$ cat src/rtl/uart_pkg.sv
`default_nettype none
// +--------------------------------------------------------------------------+
// | uart_pkg : UART constants, receiver state encoding and parity helper,    |
// |            shared by receiver and transmitter (PARITY: UART_RX_PARITY_EN)|
// | Revision : 1.0                                                           |
// +--------------------------------------------------------------------------+
package uart_pkg;

  localparam int DATA_W     = 8;
  localparam int OVERSAMPLE = 16;
  localparam int MID_SAMPLE = 7;
  localparam int OS_W       = $clog2(OVERSAMPLE);
  localparam int BIT_IDX_W  = $clog2(DATA_W);

  // 2^32 * 16 * 115200 / 50e6, rounded down
  localparam logic [31:0] DEFAULT_BAUD_INC = 32'd158329674;

  typedef enum logic [2:0] {
    IDLE      = 3'd0,
    START     = 3'd1,
    DATA      = 3'd2,
    STOP      = 3'd3,
`ifdef UART_RX_PARITY_EN
    PARITY    = 3'd5,
`endif
    WAIT_HIGH = 3'd4
  } rx_state_t;

  function automatic logic even_parity(input logic [DATA_W-1:0] d);
    return ^d;
  endfunction

endpackage
`default_nettype wire

$ cat src/rtl/uart_rx_if.sv
`default_nettype none
// +--------------------------------------------------------------------------+
// | uart_rx_if : byte handshake and status bundle of the UART receiver       |
// |              (parity_err present with UART_RX_PARITY_EN)                 |
// | Revision   : 1.0                                                         |
// +--------------------------------------------------------------------------+
interface uart_rx_if;
  import uart_pkg::*;

  logic [DATA_W-1:0] data;
  logic              data_valid;
  logic              data_ready;
  logic              frame_err;
  logic              overrun;
  logic              busy;
`ifdef UART_RX_PARITY_EN
  logic              parity_err;

  modport master (
    output data, data_valid, frame_err, overrun, busy, parity_err,
    input  data_ready
  );

  modport slave (
    input  data, data_valid, frame_err, overrun, busy, parity_err,
    output data_ready
  );
`else
  modport master (
    output data, data_valid, frame_err, overrun, busy,
    input  data_ready
  );

  modport slave (
    input  data, data_valid, frame_err, overrun, busy,
    output data_ready
  );
`endif

endinterface
`default_nettype wire

$ cat src/rtl/uart_baud_tick.sv
`default_nettype none
// +--------------------------------------------------------------------------+
// | uart_baud_tick : phase-accumulator tick enable, tick = accumulator carry |
// | Revision       : 1.0                                                     |
// +--------------------------------------------------------------------------+
module uart_baud_tick #(
  parameter logic [31:0] BAUD_INC = uart_pkg::DEFAULT_BAUD_INC
) (
  input  logic clock50,
  input  logic reset_n,
  output logic tick
);

  logic [31:0] r_acc;
  logic        r_tick;
  logic [32:0] w_sum;

  // Extra top bit captures the carry; the low 32 bits wrap naturally
  assign w_sum = {1'b0, r_acc} + {1'b0, BAUD_INC};

  always_ff @(posedge clock50 or negedge reset_n) begin
    if (!reset_n) begin
      r_acc  <= '0;
      r_tick <= 1'b0;
    end else begin
      r_acc  <= w_sum[31:0];
      r_tick <= w_sum[32];
    end
  end

  assign tick = r_tick;

endmodule
`default_nettype wire

$ cat src/rtl/uart_rx.sv
`default_nettype none
// +--------------------------------------------------------------------------+
// | uart_rx  : 16x oversampling 8N1 UART receiver with valid/ready output;   |
// |            optional even parity via UART_RX_PARITY_EN                    |
// | Revision : 1.0                                                           |
// +--------------------------------------------------------------------------+
module uart_rx
  import uart_pkg::*;
#(
  parameter logic [31:0] BAUD_INC = DEFAULT_BAUD_INC
) (
  input  logic      clock50,
  input  logic      reset_n,
  input  logic      rx,
  uart_rx_if.master bus
);

  logic                 r_sync1;
  logic                 r_sync2;
  logic                 w_rx;
  logic                 w_tick;
  logic                 w_mid;

  rx_state_t            r_state;
  rx_state_t            w_state_nxt;
  logic [OS_W-1:0]      r_os;
  logic [OS_W-1:0]      w_os_nxt;
  logic [BIT_IDX_W-1:0] r_bit;
  logic [BIT_IDX_W-1:0] w_bit_nxt;
  logic [DATA_W-1:0]    r_shift;
  logic [DATA_W-1:0]    w_shift_nxt;

  logic [DATA_W-1:0]    r_data;
  logic                 r_valid;
  logic                 r_ferr;
  logic                 r_ovr;
  logic                 w_complete;
  logic                 w_ferr;
`ifdef UART_RX_PARITY_EN
  logic                 r_perr;
  logic                 w_perr;
`endif

  // rx is asynchronous; idle-high reset value avoids a false start bit
  always_ff @(posedge clock50 or negedge reset_n) begin
    if (!reset_n) begin
      r_sync1 <= 1'b1;
      r_sync2 <= 1'b1;
    end else begin
      r_sync1 <= rx;
      r_sync2 <= r_sync1;
    end
  end

  assign w_rx = r_sync2;

  uart_baud_tick #(
    .BAUD_INC (BAUD_INC)
  ) u_baud_tick (
    .clock50 (clock50),
    .reset_n (reset_n),
    .tick    (w_tick)
  );

  assign w_mid = w_tick && (r_os == OS_W'(MID_SAMPLE));

  always_ff @(posedge clock50 or negedge reset_n) begin
    if (!reset_n) begin
      r_state <= IDLE;
      r_os    <= '0;
      r_bit   <= '0;
      r_shift <= '0;
    end else begin
      r_state <= w_state_nxt;
      r_os    <= w_os_nxt;
      r_bit   <= w_bit_nxt;
      r_shift <= w_shift_nxt;
    end
  end

  always_comb begin
    w_state_nxt = r_state;
    w_os_nxt    = r_os;
    w_bit_nxt   = r_bit;
    w_shift_nxt = r_shift;
    w_complete  = 1'b0;
    w_ferr      = 1'b0;
`ifdef UART_RX_PARITY_EN
    w_perr      = 1'b0;
`endif

    if (w_tick && (r_state != IDLE) && (r_state != WAIT_HIGH)) begin
      w_os_nxt = r_os + OS_W'(1);
    end

    case (r_state)
      IDLE: begin
        if (!w_rx) begin
          w_os_nxt    = '0;
          w_state_nxt = START;
        end
      end
      START: begin
        // A start bit that has gone high again by mid-bit is a glitch
        if (w_mid) begin
          w_bit_nxt   = '0;
          w_state_nxt = w_rx ? IDLE : DATA;
        end
      end
      DATA: begin
        if (w_mid) begin
          w_shift_nxt = {w_rx, r_shift[DATA_W-1:1]};
          if (r_bit == BIT_IDX_W'(DATA_W - 1)) begin
`ifdef UART_RX_PARITY_EN
            w_state_nxt = PARITY;
`else
            w_state_nxt = STOP;
`endif
          end else begin
            w_bit_nxt = r_bit + BIT_IDX_W'(1);
          end
        end
      end
`ifdef UART_RX_PARITY_EN
      PARITY: begin
        if (w_mid) begin
          w_perr      = (w_rx != even_parity(r_shift));
          w_state_nxt = STOP;
        end
      end
`endif
      STOP: begin
        if (w_mid) begin
          if (w_rx) begin
            w_complete  = 1'b1;
            w_state_nxt = IDLE;
          end else begin
            w_ferr      = 1'b1;
            w_state_nxt = WAIT_HIGH;
          end
        end
      end
      WAIT_HIGH: begin
        // Line held low (break): do not re-arm until it returns high
        if (w_rx) begin
          w_state_nxt = IDLE;
        end
      end
      default: begin
        w_state_nxt = IDLE;
      end
    endcase
  end

  always_ff @(posedge clock50 or negedge reset_n) begin
    if (!reset_n) begin
      r_data  <= '0;
      r_valid <= 1'b0;
      r_ferr  <= 1'b0;
      r_ovr   <= 1'b0;
    end else begin
      r_ferr <= w_ferr;
      r_ovr  <= 1'b0;
      if (w_complete) begin
        // A same-cycle handshake frees the slot, so only an unconsumed byte is an overrun
        r_data  <= r_shift;
        r_valid <= 1'b1;
        r_ovr   <= r_valid && !bus.data_ready;
      end else if (r_valid && bus.data_ready) begin
        r_valid <= 1'b0;
      end
    end
  end

`ifdef UART_RX_PARITY_EN
  always_ff @(posedge clock50 or negedge reset_n) begin
    if (!reset_n) begin
      r_perr <= 1'b0;
    end else begin
      r_perr <= w_perr;
    end
  end

  assign bus.parity_err = r_perr;
`endif

  assign bus.data       = r_data;
  assign bus.data_valid = r_valid;
  assign bus.frame_err  = r_ferr;
  assign bus.overrun    = r_ovr;
  assign bus.busy       = (r_state != IDLE);

endmodule
`default_nettype wire

$ cat src/flat_wrapper.sv
// flat-port wrapper written by rule: the top's interface ports become plain ports
module uart_rx_flat import uart_pkg::*;
#(
  parameter logic [31:0] BAUD_INC = DEFAULT_BAUD_INC
)
  (clock50, reset_n, rx, bus_data, bus_data_valid, bus_frame_err, bus_overrun, bus_busy, bus_data_ready);
  uart_rx_if bus_i ();
  input  logic clock50;
  input  logic reset_n;
  input  logic rx;
  output wire logic [$bits(bus_i.data)-1:0] bus_data;
  output wire logic [$bits(bus_i.data_valid)-1:0] bus_data_valid;
  output wire logic [$bits(bus_i.frame_err)-1:0] bus_frame_err;
  output wire logic [$bits(bus_i.overrun)-1:0] bus_overrun;
  output wire logic [$bits(bus_i.busy)-1:0] bus_busy;
  input wire logic [$bits(bus_i.data_ready)-1:0] bus_data_ready;
  assign bus_data = bus_i.data;
  assign bus_data_valid = bus_i.data_valid;
  assign bus_frame_err = bus_i.frame_err;
  assign bus_overrun = bus_i.overrun;
  assign bus_busy = bus_i.busy;
  assign bus_i.data_ready = bus_data_ready;
  uart_rx #(.BAUD_INC(BAUD_INC)) u_core (.clock50(clock50), .reset_n(reset_n), .rx(rx), .bus(bus_i));
endmodule
$ cat config.mk
export PLATFORM = sky130hd
export DESIGN_NAME = uart_rx_flat
export DESIGN_NICKNAME = d
export VERILOG_FILES = /design/src/rtl/uart_pkg.sv /design/src/rtl/uart_rx_if.sv /design/src/rtl/uart_baud_tick.sv /design/src/rtl/uart_rx.sv /design/src/flat_wrapper.sv
export SDC_FILE = /design/constraint.sdc
export NUM_CORES = 1
export LEC_CHECK = 0
export ABC_AREA = 1
export CORE_UTILIZATION = 58
export CTS_CLUSTER_SIZE = 30
export DETAILED_ROUTE_END_ITERATION = 7
export GPL_TIMING_DRIVEN = 0
export PLACE_DENSITY = 0.77
export SLEW_MARGIN = 20
export SYNTH_ARGS = -nofsm -noshare
export SYNTH_HDL_FRONTEND = slang
export SYNTH_HIERARCHICAL = 1
export SYNTH_SLANG_ARGS = --single-unit
$ cat constraint.sdc
create_clock -name clock50 -period 2 [get_ports clock50]
set_clock_uncertainty 0.1 [all_clocks]
set_input_delay 0.4 -clock clock50 [delete_from_list [all_inputs] [get_ports clock50]]
set_output_delay 0.4 -clock clock50 [all_outputs]
set_load 0.005 [all_outputs]
# Yosys cells after proc, flatten, opt, wreduce, memory -nomap -nowiden
# Index checks and enable logic that the tools add are counted.
[word_totals]
output_inout_bits = 12
input_bits = 4
ff_bits = 64
[op_classes]
eq_ne = 14
n_reduce_logical = 13
n_mux = 25
add_sub_neg = 3
[op_table]
columns = ["operator", "n"]
rows = [
  ["$add 32x28->33 const B", 1],
  ["$mux 3", 10],
  ["$pmux 3 s5", 1],
  ["$mux 4", 3],
  ["$ne 2x1->1 const B", 5],
  ["$mux 1", 9],
  ["$eq 3x2->1 const B", 2],
  ["$eq 3x3->1 const B", 2],
  ["$pmux 3 s2", 1],
  ["$reduce_and 6->1", 1],
  ["$logic_and 1x1->1", 5],
  ["$add 4x1->4 const B", 1],
  ["$eq 4x3->1 const B", 1],
  ["$ne 2x2->1 const B", 2],
  ["$reduce_and 4->1", 1],
  ["$reduce_bool 2->1", 2],
  ["$add 3x1->3 const B", 1],
  ["$eq 3x1->1 const B", 1],
  ["$logic_not 3->1", 1],
  ["$ne 3x3->1 const B", 1],
  ["$reduce_bool 3->1", 1],
  ["$mux 2", 1],
  ["$reduce_and 2->1", 1],
  ["$logic_not 1->1", 1],
]

# Longest topological paths before layout
# Gate-level depths: netlist (run 1).
[logic_depth]
word_depth = 6
mapped_depth = 11

# Modules after synthesis
# Netlist (run 1), hierarchy kept.
[modules_own_cells]
columns = ["mod", "cells_each", "n_inst", "seq_area_each_um2", "area_each_um2"]
rows = [
  ["uart_baud_tick", 366, 1, 800.8, 2322.2],
  ["uart_rx", 162, 1, 778.2, 1410.1],
]

# Worst setup path before layout (run 1)
# No wires, ideal clock.
[synth_timing]
kind = "reg2reg"
startpoint = "register u_core.r_bit[0]"
endpoint = "register u_core.r_bit[0]"
arrival_ps = 1191
synth_period_minus_slack_ps = 1409
n_path_buf = 0
slack_ps = 591
stages_incl_launch_ff = 9
t_required_ps = 1782
setup_time_ps = 118
cell_sequence = "dfrtp_1 ha_1 ha_1 inv_1 nand3_1 nand2_1 nand2_1 nand2_1 nand2_1"
[synth_between]
elab_chain_len = 4
[synth_lines]
columns = ["element", "line_no", "rtl"]
rows = [
  ["start: declaration", "uart_rx.sv:28", "logic [BIT_IDX_W-1:0] r_bit;"],
  ["start signal: assignment", "uart_rx.sv:76", "r_bit <= w_bit_nxt;"],
  ["$add 3x1->3", "uart_rx.sv:120", "w_bit_nxt = r_bit + BIT_IDX_W'(1);"],
  ["$mux 3", "uart_rx.sv:113", "if (r_bit == BIT_IDX_W'(DATA_W - 1)) begin"],
  ["$mux 3", "uart_rx.sv:111", "if (w_mid) begin"],
  ["$pmux 3 s2", "uart_rx.sv:96", "case (r_state)"],
]
# Parallel ways exist; a longest one is shown, timed or not. The select of a mux whose other input is x is not followed.
# A chain may end at the register's enable or synchronous reset.

# Worst setup path in the final report (run 1)
[layout_timing]
startpoint = "register u_core.r_state[0]"
endpoint = "output bus_busy"
[layout_between]
elab_chain_len = 1
[layout_lines]
columns = ["element", "line_no", "rtl"]
rows = [
  ["start: declaration", "uart_rx.sv:24", "rx_state_t r_state;"],
  ["start signal: assignment", "uart_rx.sv:74", "r_state <= w_state_nxt;"],
  ["$reduce_bool 3->1", "uart_rx.sv:191", "assign bus.busy = (r_state != IDLE);"],
  ["end: declaration", "flat_wrapper.sv:15", "output wire logic [$bits(bus_i.busy)-1:0] bus_busy;"],
]
# Every way passes these cells.

==> impl_metrics.yaml, run 1 <==
power:
  max-vdd-ir-drop_v: 0.0004041
  pwr_density_cell_nw_per_um2: 593.9
  post-layout-total-power_mw: 2.515
  power.static_leakage_nw: 2.238
route:
  first_pass_iters: 4
  routed_wl_um: 7675
  number_of_nets_still_failing_antenna_checks_after_routing: 0
  drc_errors: 0
  route.detailed.vias_per_inst: 5.107
  wire_per_inst_um: 12.03
  via_count: 3258
  drt-initial-drc-count: 127
setup_path:
  worst_path_cell_trace: "nor2_4 -> nand2_1 -> clkdlybuf4s50_1"
  crit_type: "reg2out"
  worst_setup_ep_type: "output port"
  setup.worst_path.start_class: "flop"
  worst_path_arrival_ns: 1.40
  slowest_delay_ns: 0.48
  slowest_stage: "sky130_fd_sc_hd__dfrtp_2"
  timing.critical_path.fanout_max: 6
  worst-endpoint-required_ns: 1.50
floorplanning:
  core.rowCount: 28
  starting_density_of_the_core_pct: 61.58
  die_area_um2: 6760
  chipWidth_um: 82.22
  top_level_pins: 16
  placeableCoreArea_um2: 6061
  floorplan.die.height_um: 82.22
synth:
  synthFlopType: "sky130_fd_sc_hd__dfrtp_1"
  synth_sequential_area_ratio_pct: 42.31
  gate_count_after_technology_mapping: 528
  ys_warn_count: 6
  synth_largest_type_area_fraction_pct: 40.90
  netlist_top_cells_count: "209 x sky130_fd_sc_hd__nand2_1, 61 x sky130_fd_sc_hd__dfrtp_1, 60 x sky130_fd_sc_hd__inv_1, 55 x sky130_fd_sc_hd__nor2_1, 36 x sky130_fd_sc_hd__nand3_1"
  most_frequent_cell_after_synthesis: "sky130_fd_sc_hd__nand2_1"
  postSynthAreaPerCell_um2: 7.069
  synth-edff-count: 0
  yosys_register_bits: 63
  post_synthesis_cell_type_count: 32
  synth-async-reset-ratio_pct: 100.0
  postSynthNetCount: 536
  ys_top_cells_by_area: "sky130_fd_sc_hd__dfrtp_1 41%, sky130_fd_sc_hd__nand2_1 21%, sky130_fd_sc_hd__inv_1 6.0%"
  yosysTopAreaCell: "sky130_fd_sc_hd__dfrtp_1"
  synthesis.area_um2: 3732
final_layout:
  layout.cells.non_filler: 638
  layout.core_utilization_pct: 69.88
  final_layout_size_suffix_gt1_share_pct: 14.21
  antenna-diode-count: 0
  fill_cells: 506
  area.growth.synth_to_final_pct: 13.48
  final_net_count: 566
  final_design_area_no_fill_um2: 4235
sta:
  final.min_clock_period_ns: 1.896
  timing.max_slew.rel_slack_pct: 72.69
  finalWorstSetupSlack_ns: 0.1040
  worst_pin_slew_ns: 0.4096
  max_freq_mhz: 527.4
  setup_tns_ns: 0
  final_min_period_over_clock_period_pct: 94.80
  timing.final.max_slew_violations: 0
  unrepaired_setup_endpoints_after_global_routing: "no"
  finalSetupViolCount: 0
  worst_hold_slack_ns: 0.2545
  final-hold-violation-count: 0
global_route:
  grt_first_pass_wirelength_um: 13050
  grt_antenna_before_repair: 0
  grt_max_degree: 34
  grt_pass1_vias: 3065
  track_usage_pct: 25.78
  grt.overflow.total: 0
min_path:
  classification_of_the_worst_slack_hold_path: "reg2reg"
cts:
  cts.path.max_buffers: 2
  clkTransAtPathRegs_ns: 0.08
  cts_num_sinks: 63
  cts.htree.levels: 3
  clock_insertion_delay_worst_skew_ns: 0.34
  cts_tree: "done"
  tritoncts.num_buffers: 9
  cts_root_buffer: "sky130_fd_sc_hd__clkbuf_8"
placement:
  dpl.cell_count: 619
  placement.io_buffers: 15
  place_congestion: 0.9470
  placement.setup.worst_slack_ns: 0.3078
  post_dp_cell_area_um2: 3994
  dp.final_hpwl_um: 5863
outcome:
  status: "finished, final reports clean"
run:
  max-cap-violations: 0
==> path summary, 6_finish.rpt <==
check / startpoint / endpoint / slack [ns] / depth (start not counted)
max: u_core/r_state[0] / bus_busy / 0.10 / 3
min: u_core/r_sync1 / u_core/r_sync2 / 0.25 / 0
min in group asynchronous: reset_n / u_core/r_state[2] / 0.43 / 2
max reg2reg: u_core/r_bit[0] / u_core/r_bit[0] / 0.40 / 8
max in group asynchronous: reset_n / u_core/u_baud_tick/r_acc[27] / 0.86 / 3
min reg2reg: u_core/r_sync1 / u_core/r_sync2 / 0.25 / 0
==> placed cells by master, fill, tap and decap left out, drive strengths merged <==
master / instances
clkbuf: 10
dfstp: 2
o21ai: 9
o21a: 1
dfrtp: 61
ha: 4
and3: 1
dlygate4sd3: 1
a21oi: 12
xor2: 14
bufinv: 2
buf: 7
nand3b: 5
inv: 75
nand4: 1
clkdlybuf4s50: 14
nor2: 69
nand3: 38
nand2: 223
xnor2: 1
clkinvlp: 2
clkinv: 2
a22oi: 1
nor3: 8
==> cell type report <==
cell class / instances / area (um^2) / area share [%]
Timing Repair Buffer: 19 / 192.7 / 4.549
Clock buffer: 10 / 127.6 / 3.013
Clock inverter: 6 / 85.08 / 2.009
Inverter: 75 / 286.5 / 6.765
Multi-Input combinational cell: 387 / 1837 / 43.37
Sequential cell: 63 / 1583 / 37.37
Tap cell: 75 / 93.84 / 2.216
Buffer: 3 / 30.03 / 0.7090
==> power by group <==
part / internal (mW) / switching [mW]
combinational: 0.0107 / 0.0272
clock: 0.697 / 0.501
sequential: 1.28 / 0.00196
==> routing by layer <==
| metal | wire, um | global-route usage, % | vias to the layer above |
|---|---|---|---|
| li1 | - | - | 1674 |
| met5 | 0 | 0 | - |
| met4 | 184 | 11.58 | 0 |
| met3 | 217 | 5.385 | 14 |
| met1 | 3565 | 30.36 | 1518 |
| met2 | 3708 | 44.96 | 52 |
==> logic make-up after synthesis <==
kind of cell | Yosys count | share of synthesized area, %
simple gates | 345 | 40.33
buf+inv | 78 | 8.482
fa+ha+maj | 4 | 1.341
flops | 63 | 42.31
compound gates | 23 | 3.822
xor+xnor | 15 | 3.721
==> state kept, by name, indices dropped and copies added (netlist names) <==
signal	cells
u_core/bus.overrun	1
u_core/bus.data	8
u_core/r_bit	3
u_core/r_state	3
u_core/r_os	4
u_core/u_baud_tick/r_acc	31
u_core/bus.data_valid	1
u_core/r_sync1	1
u_core/r_sync2	1
u_core/r_shift	8
u_core/u_baud_tick/tick	1
u_core/bus.frame_err	1
==> critical path: cells and delay by family, from the launching register on <==
kind | cells | cell delay (ns)
flip-flops | 1 | 0.48
AND/OR/NAND/NOR | 2 | 0.15
buffers and inverters | 1 | 0.43
==> repair_timing <==
item | in CTS | in global routing
endpoints found under the setup margin | 1 | 1
hold buffers | 1 | 0
hold endpoints to repair | 28 | 0
buffers inserted | 1 | 1
pin swaps | 1 | 0
resized for setup | 2 | 2
Note: power is estimated with default switching activity, not from simulation.
==> run 2, diff against run 1 <==
--- a/config.mk
+++ b/config.mk
@@ -9,8 +9,10 @@
 export CORE_UTILIZATION = 58
 export CTS_CLUSTER_SIZE = 30
 export DETAILED_ROUTE_END_ITERATION = 7
+export DONT_BUFFER_PORTS = 1
 export GPL_TIMING_DRIVEN = 0
-export PLACE_DENSITY = 0.77
+export PLACE_DENSITY = 0.74
+export SKIP_CTS_REPAIR_TIMING = 1
 export SLEW_MARGIN = 20
 export SYNTH_ARGS = -nofsm -noshare
 export SYNTH_HDL_FRONTEND = slang
==> run 2 against run 1 <==
Compared with the run above: non-clock buffer count fell by 16; count of clock-buffer cells in the layout did not move; sequential cell count did not move; global-route usage rose by 0.38 points; worst setup slack improved by 0.27 ns; sequential share of layout area rose by 1.5 points; cell count fell by 2.5%; clock power fell by 12%; design area fell by 4.1%; via count fell by 2.1%; die area did not move; critical endpoint unchanged; largest power group unchanged.
==> impl_metrics.yaml, run 2 (same netlist as run 1, synthesis figures left out) <==
final_layout:
  multiInputGateArea_um2: 1837
  max_flop_register: "u_core/u_baud_tick/r_acc"
  layout_commonest_cell: "sky130_fd_sc_hd__nand2_1"
  layout.cells.most_common_list: "209 x sky130_fd_sc_hd__nand2_1, 61 x sky130_fd_sc_hd__dfrtp_1, 60 x sky130_fd_sc_hd__inv_1, 55 x sky130_fd_sc_hd__nor2_1, 36 x sky130_fd_sc_hd__nand3_1"
  final_net_count: 550
  final_layout_size_suffix_gt1_share_pct: 13.35
  layout.cells.non_filler: 622
  largest_register_ff_count: 31
  fill_cells: 529
  antenna-diode-count: 0
  area.growth.synth_to_final_pct: 8.850
  register_area_um2: 1579
setup_path:
  critical_path.reg2reg.endpoint: "u_core/r_bit[0]"
  worst_path_arrival_ns: 1.12
  slowest_stage: "sky130_fd_sc_hd__dfrtp_1"
  reg2reg_slack_ns: 0.43
  worst_path_cell_trace: "nor2_4 -> nand2_1"
  setup.worst_path.start_class: "flop"
  critPathLaunch: "u_core/r_state[0]"
  worstRegToRegCells: 8
  slowest_delay_ns: 0.47
  worst-endpoint-required_ns: 1.50
  timing.critical_path.fanout_max: 6
  worst_setup_ep_type: "output port"
  worst_r2r_startpoint: "u_core/r_bit[0]"
  crit_type: "reg2out"
sta:
  final-hold-violation-count: 0
  setup_tns_ns: 0
  unrepaired_setup_endpoints_after_global_routing: "no"
  max_freq_mhz: 616.3
  final.min_clock_period_ns: 1.623
  finalSetupViolCount: 0
  final_min_period_over_clock_period_pct: 81.13
  worst_hold_slack_ns: 0.1318
  worst_pin_slew_ns: 0.3208
  timing.final.max_slew_violations: 0
  timing.max_slew.rel_slack_pct: 78.53
floorplanning:
  starting_density_of_the_core_pct: 61.58
  core.rowCount: 28
  placeableCoreArea_um2: 6061
  top_level_pins: 16
  die_area_um2: 6760
  chipWidth_um: 82.22
  floorplan.die.height_um: 82.22
cts:
  tritoncts.num_buffers: 9
  cts.path.max_buffers: 2
  clock_insertion_delay_worst_skew_ns: 0.34
  clkTransAtPathRegs_ns: 0.07
  cts_num_sinks: 63
  cts_tree: "done"
  cts.htree.levels: 3
  cts_root_buffer: "sky130_fd_sc_hd__clkbuf_8"
min_path:
  hold_depth: 3
  hold_end: "u_core/bus.overrun"
  hold_start: "bus_data_ready"
  classification_of_the_worst_slack_hold_path: "in2reg"
outcome:
  status: "finished, final reports clean"
run:
  max-cap-violations: 0
route:
  routed_wl_um: 7840
  first_pass_iters: 4
  via_count: 3191
  drc_errors: 0
  wire_per_inst_um: 12.60
  number_of_nets_still_failing_antenna_checks_after_routing: 0
  drt-initial-drc-count: 203
  route.detailed.vias_per_inst: 5.130
power:
  power.static_leakage_nw: 2.176
  max-vdd-ir-drop_v: 0.0003675
  pwr_density_cell_nw_per_um2: 585.2
global_route:
  track_usage_pct: 26.16
  grt_pass1_vias: 3121
  grt_max_degree: 64
  grt_first_pass_wirelength_um: 13320
  grt_antenna_before_repair: 0
  grt.overflow.total: 0
placement:
  dpl.cell_count: 603
  place_congestion: 0.9356
  dp.final_hpwl_um: 5724
  placement.io_buffers: 0
[run 2: metal layers]
| metal | global-route usage (%) | part of all wire, % | up-vias |
|---|---|---|---|
| li1 | - | - | 1637 |
| met1 | 32.21 | 46 | 1472 |
| met2 | 45.37 | 49 | 69 |
| met3 | 4.505 | 3.7 | 13 |
| met4 | 10.35 | 1.6 | 0 |
| met5 | 0 | 0 | - |
[run 2: how the worst max path moves through the flow]
stage,slack (ns),depth (start not counted),endpoint
2_1_floorplan,0.59,8,u_core/r_bit[0]
3_3_place_gp,0.48,8,u_core/r_bit[0]
3_5_place_dp,0.45,8,u_core/r_bit[0]
4_1_cts,0.37,2,bus_busy
5_1_grt,0.30,8,u_core/r_bit[0]
6_report,0.38,2,bus_busy
[run 2: power breakdown]
group	internal [mW]	switching, mW	total, mW
clock	0.571	0.491	1.06
combinational	0.00908	0.0274	0.0365
sequential	1.28	0.00180	1.28
[run 2: area by class of cell]
cell class | count | area share (%)
buffer | 3 | 0.7391
clock buffer | 10 | 3.141
clock inverter | 6 | 1.509
inverter | 75 | 7.053
multi-input combinational | 387 | 45.21
sequential | 63 | 38.87
tap | 75 | 2.310
timing repair buffer | 3 | 1.170
[run 2: stage by stage]
step | setup WS (ns) | util [%] | power (mW) | cell area, um^2
after global routing | 0.2962 | 67.03 | 2.480 | 4063
after floorplan | 0.5913 | - | 1.305 | 3732
after CTS | 0.3683 | 66.25 | 2.382 | 4015
after detailed placement | 0.4522 | 63.13 | 1.307 | 3826
after global placement | 0.4831 | 63.13 | 1.306 | 3826
final | 0.3774 | 67.03 | 2.378 | 4063
[run 2: critical path, delay by kind of cell (launching register included)]
family | cells | cell delay, ns
flops | 1 | 0.47
simple gates | 2 | 0.31
==> run 3, diff against run 2 <==
--- a/config.mk
+++ b/config.mk
@@ -11,7 +11,7 @@
 export DETAILED_ROUTE_END_ITERATION = 7
 export DONT_BUFFER_PORTS = 1
 export GPL_TIMING_DRIVEN = 0
-export PLACE_DENSITY = 0.74
+export PLACE_DENSITY = 0.76
 export SKIP_CTS_REPAIR_TIMING = 1
 export SLEW_MARGIN = 20
 export SYNTH_ARGS = -nofsm -noshare
==> constraint.sdc (replaced) <==
create_clock -name clock50 -period 1.4 [get_ports clock50]
set_clock_uncertainty 0.1 [all_clocks]
set_input_delay 0.28 -clock clock50 [delete_from_list [all_inputs] [get_ports clock50]]
set_output_delay 0.28 -clock clock50 [all_outputs]
set_load 0.005 [all_outputs]
==> run 3 against run 2 <==
Compared with the run above: the run now ends with hold timing, setup timing left; critical path type is now reg2reg; sequential cell count did not move; critical path depth increased by 6; clock power grew 65%; global-route usage fell by 1.3 points; count of clock-buffer cells in the layout is 2 higher; worst hold slack got worse by 0.61 ns.
==> impl_metrics.yaml, run 3 (same netlist as run 1, synthesis figures left out) <==
outcome:
  status: "complete, but fails checks"
  violated_checks: "hold timing, setup timing"
route:
  wire_per_inst_um: 14.47
  drt-initial-drc-count: 267
  via_count: 3525
  route.detailed.vias_per_inst: 5.398
  routed_wl_um: 9448
  first_pass_iters: 5
  drc_errors: 0
  number_of_nets_still_failing_antenna_checks_after_routing: 0
floorplanning:
  core.rowCount: 28
  placeableCoreArea_um2: 6061
  floorplan.die.height_um: 82.22
  starting_density_of_the_core_pct: 61.58
  top_level_pins: 16
  chipWidth_um: 82.22
  die_area_um2: 6760
run:
  max-cap-violations: 0
final_layout:
  largest_register_ff_count: 31
  max_flop_register: "u_core/u_baud_tick/r_acc"
  final_layout_size_suffix_gt1_share_pct: 37.54
  layout.cells.most_common_list: "163 x sky130_fd_sc_hd__nand2_1, 51 x sky130_fd_sc_hd__inv_1, 46 x sky130_fd_sc_hd__dfrtp_1, 43 x sky130_fd_sc_hd__nand2_2, 31 x sky130_fd_sc_hd__nor2_1"
  antenna-diode-count: 0
  final_net_count: 581
  area.growth.synth_to_final_pct: 28.80
  layout_commonest_cell: "sky130_fd_sc_hd__nand2_1"
  fill_cells: 379
sta:
  finalSetupViolCount: 22
  final_min_period_over_clock_period_pct: 107.9
  finalWorstSetupSlack_ns: -0.1104
  worst_pin_slew_ns: 0.2650
  worst_hold_slack_ns: -0.4741
  timing.max_slew.rel_slack_pct: 82.28
  timing.final.max_slew_violations: 0
  final-hold-violation-count: 63
  unrepaired_setup_endpoints_after_global_routing: "yes"
  final.min_clock_period_ns: 1.510
  max_freq_mhz: 662.1
cts:
  tritoncts.num_buffers: 9
  clock_insertion_delay_worst_skew_ns: 0.34
  cts_tree: "done"
  clkTransAtPathRegs_ns: 0.08
  cts.htree.levels: 3
  cts_num_sinks: 63
  cts_root_buffer: "sky130_fd_sc_hd__clkbuf_8"
  cts.path.max_buffers: 2
power:
  power.static_leakage_nw: 2.418
  post-layout-total-power_mw: 3.584
  pwr_density_cell_nw_per_um2: 745.6
  max-vdd-ir-drop_v: 0.0007901
setup_path:
  slowest_delay_ns: 0.38
  worst_setup_ep_type: "flop"
  timing.critical_path.to: "u_core/r_state[2]"
  worst_r2r_startpoint: "u_core/r_os[1]"
  worst_path_cell_trace: "ha_2 -> nand2_4 -> inv_4 -> nand2_8 -> buf_4 -> nor3_2 -> inv_1 -> nand2_1"
  critical_path.reg2reg.endpoint: "u_core/r_state[2]"
  critPathLaunch: "u_core/r_os[1]"
  setup.worst_path.start_class: "flop"
  timing.critical_path.fanout_max: 4
  reg2reg_slack_ns: -0.11
  worst-endpoint-required_ns: 1.58
  worst_path_arrival_ns: 1.69
  slowest_stage: "sky130_fd_sc_hd__dfrtp_1"
  crit_type: "reg2reg"
  worstRegToRegCells: 8
global_route:
  grt_pass1_vias: 2932
  grt.overflow.total: 0
  grt_antenna_before_repair: 0
  grt_max_degree: 64
  grt_first_pass_wirelength_um: 12500
  track_usage_pct: 24.87
placement:
  placement.io_buffers: 0
  place_congestion: 0.9626
  placement.setup.worst_slack_ns: -0.1239
  dp.final_hpwl_um: 5464
min_path:
  classification_of_the_worst_slack_hold_path: "in2async"
run 3: cell count changes in the layout (fill, tap and decap cells not counted), sizes merged:
cell | before | now
clkinvlp | 1 | 0
clkbuf | 10 | 12
clkinv | 4 | 2
inv | 75 | 76
nor2 | 69 | 70
buf | 4 | 34
bufinv | 1 | 2
dlygate4sd3 | 2 | 1
run 3: metrics by stage:
stage | utilization [%] | std cells | hold slack [ns] | setup TNS (ns) | instance area, um^2
final | 79.31 | 653 | -0.4741 | -0.8181 | 4807
after global routing | 79.31 | 653 | -0.4964 | -3.311 | 4807
after CTS | 66.72 | 619 | -0.4848 | -2.399 | 4044
after detailed placement | 63.17 | 603 | -0.1142 | -1.723 | 3829
after global placement | 63.17 | 603 | -0.1143 | -1.269 | 3829
after floorplan | - | 528 | -0.1156 | 0 | 3735
run 3: routing by layer:
metal	vias up	GRT usage, %	share of wire (%)
met5	-	0	0
met2	125	40.66	50
met3	32	4.615	4.4
li1	1711	-	-
met4	0	14.56	3.7
met1	1657	30.57	42
run 3: power by group:
part / internal (mW) / switching, mW
clock: 1.05 / 0.699
combinational: 0.00503 / 0.00509
sequential: 1.82 / 0.00263
total: 2.88 / 0.707
run 3: cell type report:
type / instances / area, um^2 / share of cell area [%]
Buffer: 3 / 30.03 / 0.6247
Tap cell: 75 / 93.84 / 1.952
Timing Repair inverter: 1 / 6.256 / 0.1301
Clock inverter: 4 / 70.07 / 1.458
Multi-Input combinational cell: 388 / 2306 / 47.97
Timing Repair Buffer: 32 / 259.0 / 5.388
Inverter: 75 / 299.0 / 6.221
Clock buffer: 12 / 145.1 / 3.019
Sequential cell: 63 / 1598 / 33.24
run 3: worst max-delay path: cells and delay by family (launching register included):
family,cells,cell delay [ns]
adders and majority gates,1,0.20
DFF,1,0.38
buffers and inverters,3,0.36
and+or+nand+nor,4,0.42
run 3: how the worst min path moves through the flow:
stage | to | from | slack, ns
2_1_floorplan | u_core/bus.data[0] | reset_n | -0.12
3_3_place_gp | u_core/r_state[1] | reset_n | -0.11
3_5_place_dp | u_core/r_state[0] | reset_n | -0.11
4_1_cts | u_core/bus.data[2] | reset_n | -0.48
5_1_grt | u_core/u_baud_tick/r_acc[21] | reset_n | -0.50
6_report | u_core/r_shift[1] | reset_n | -0.47
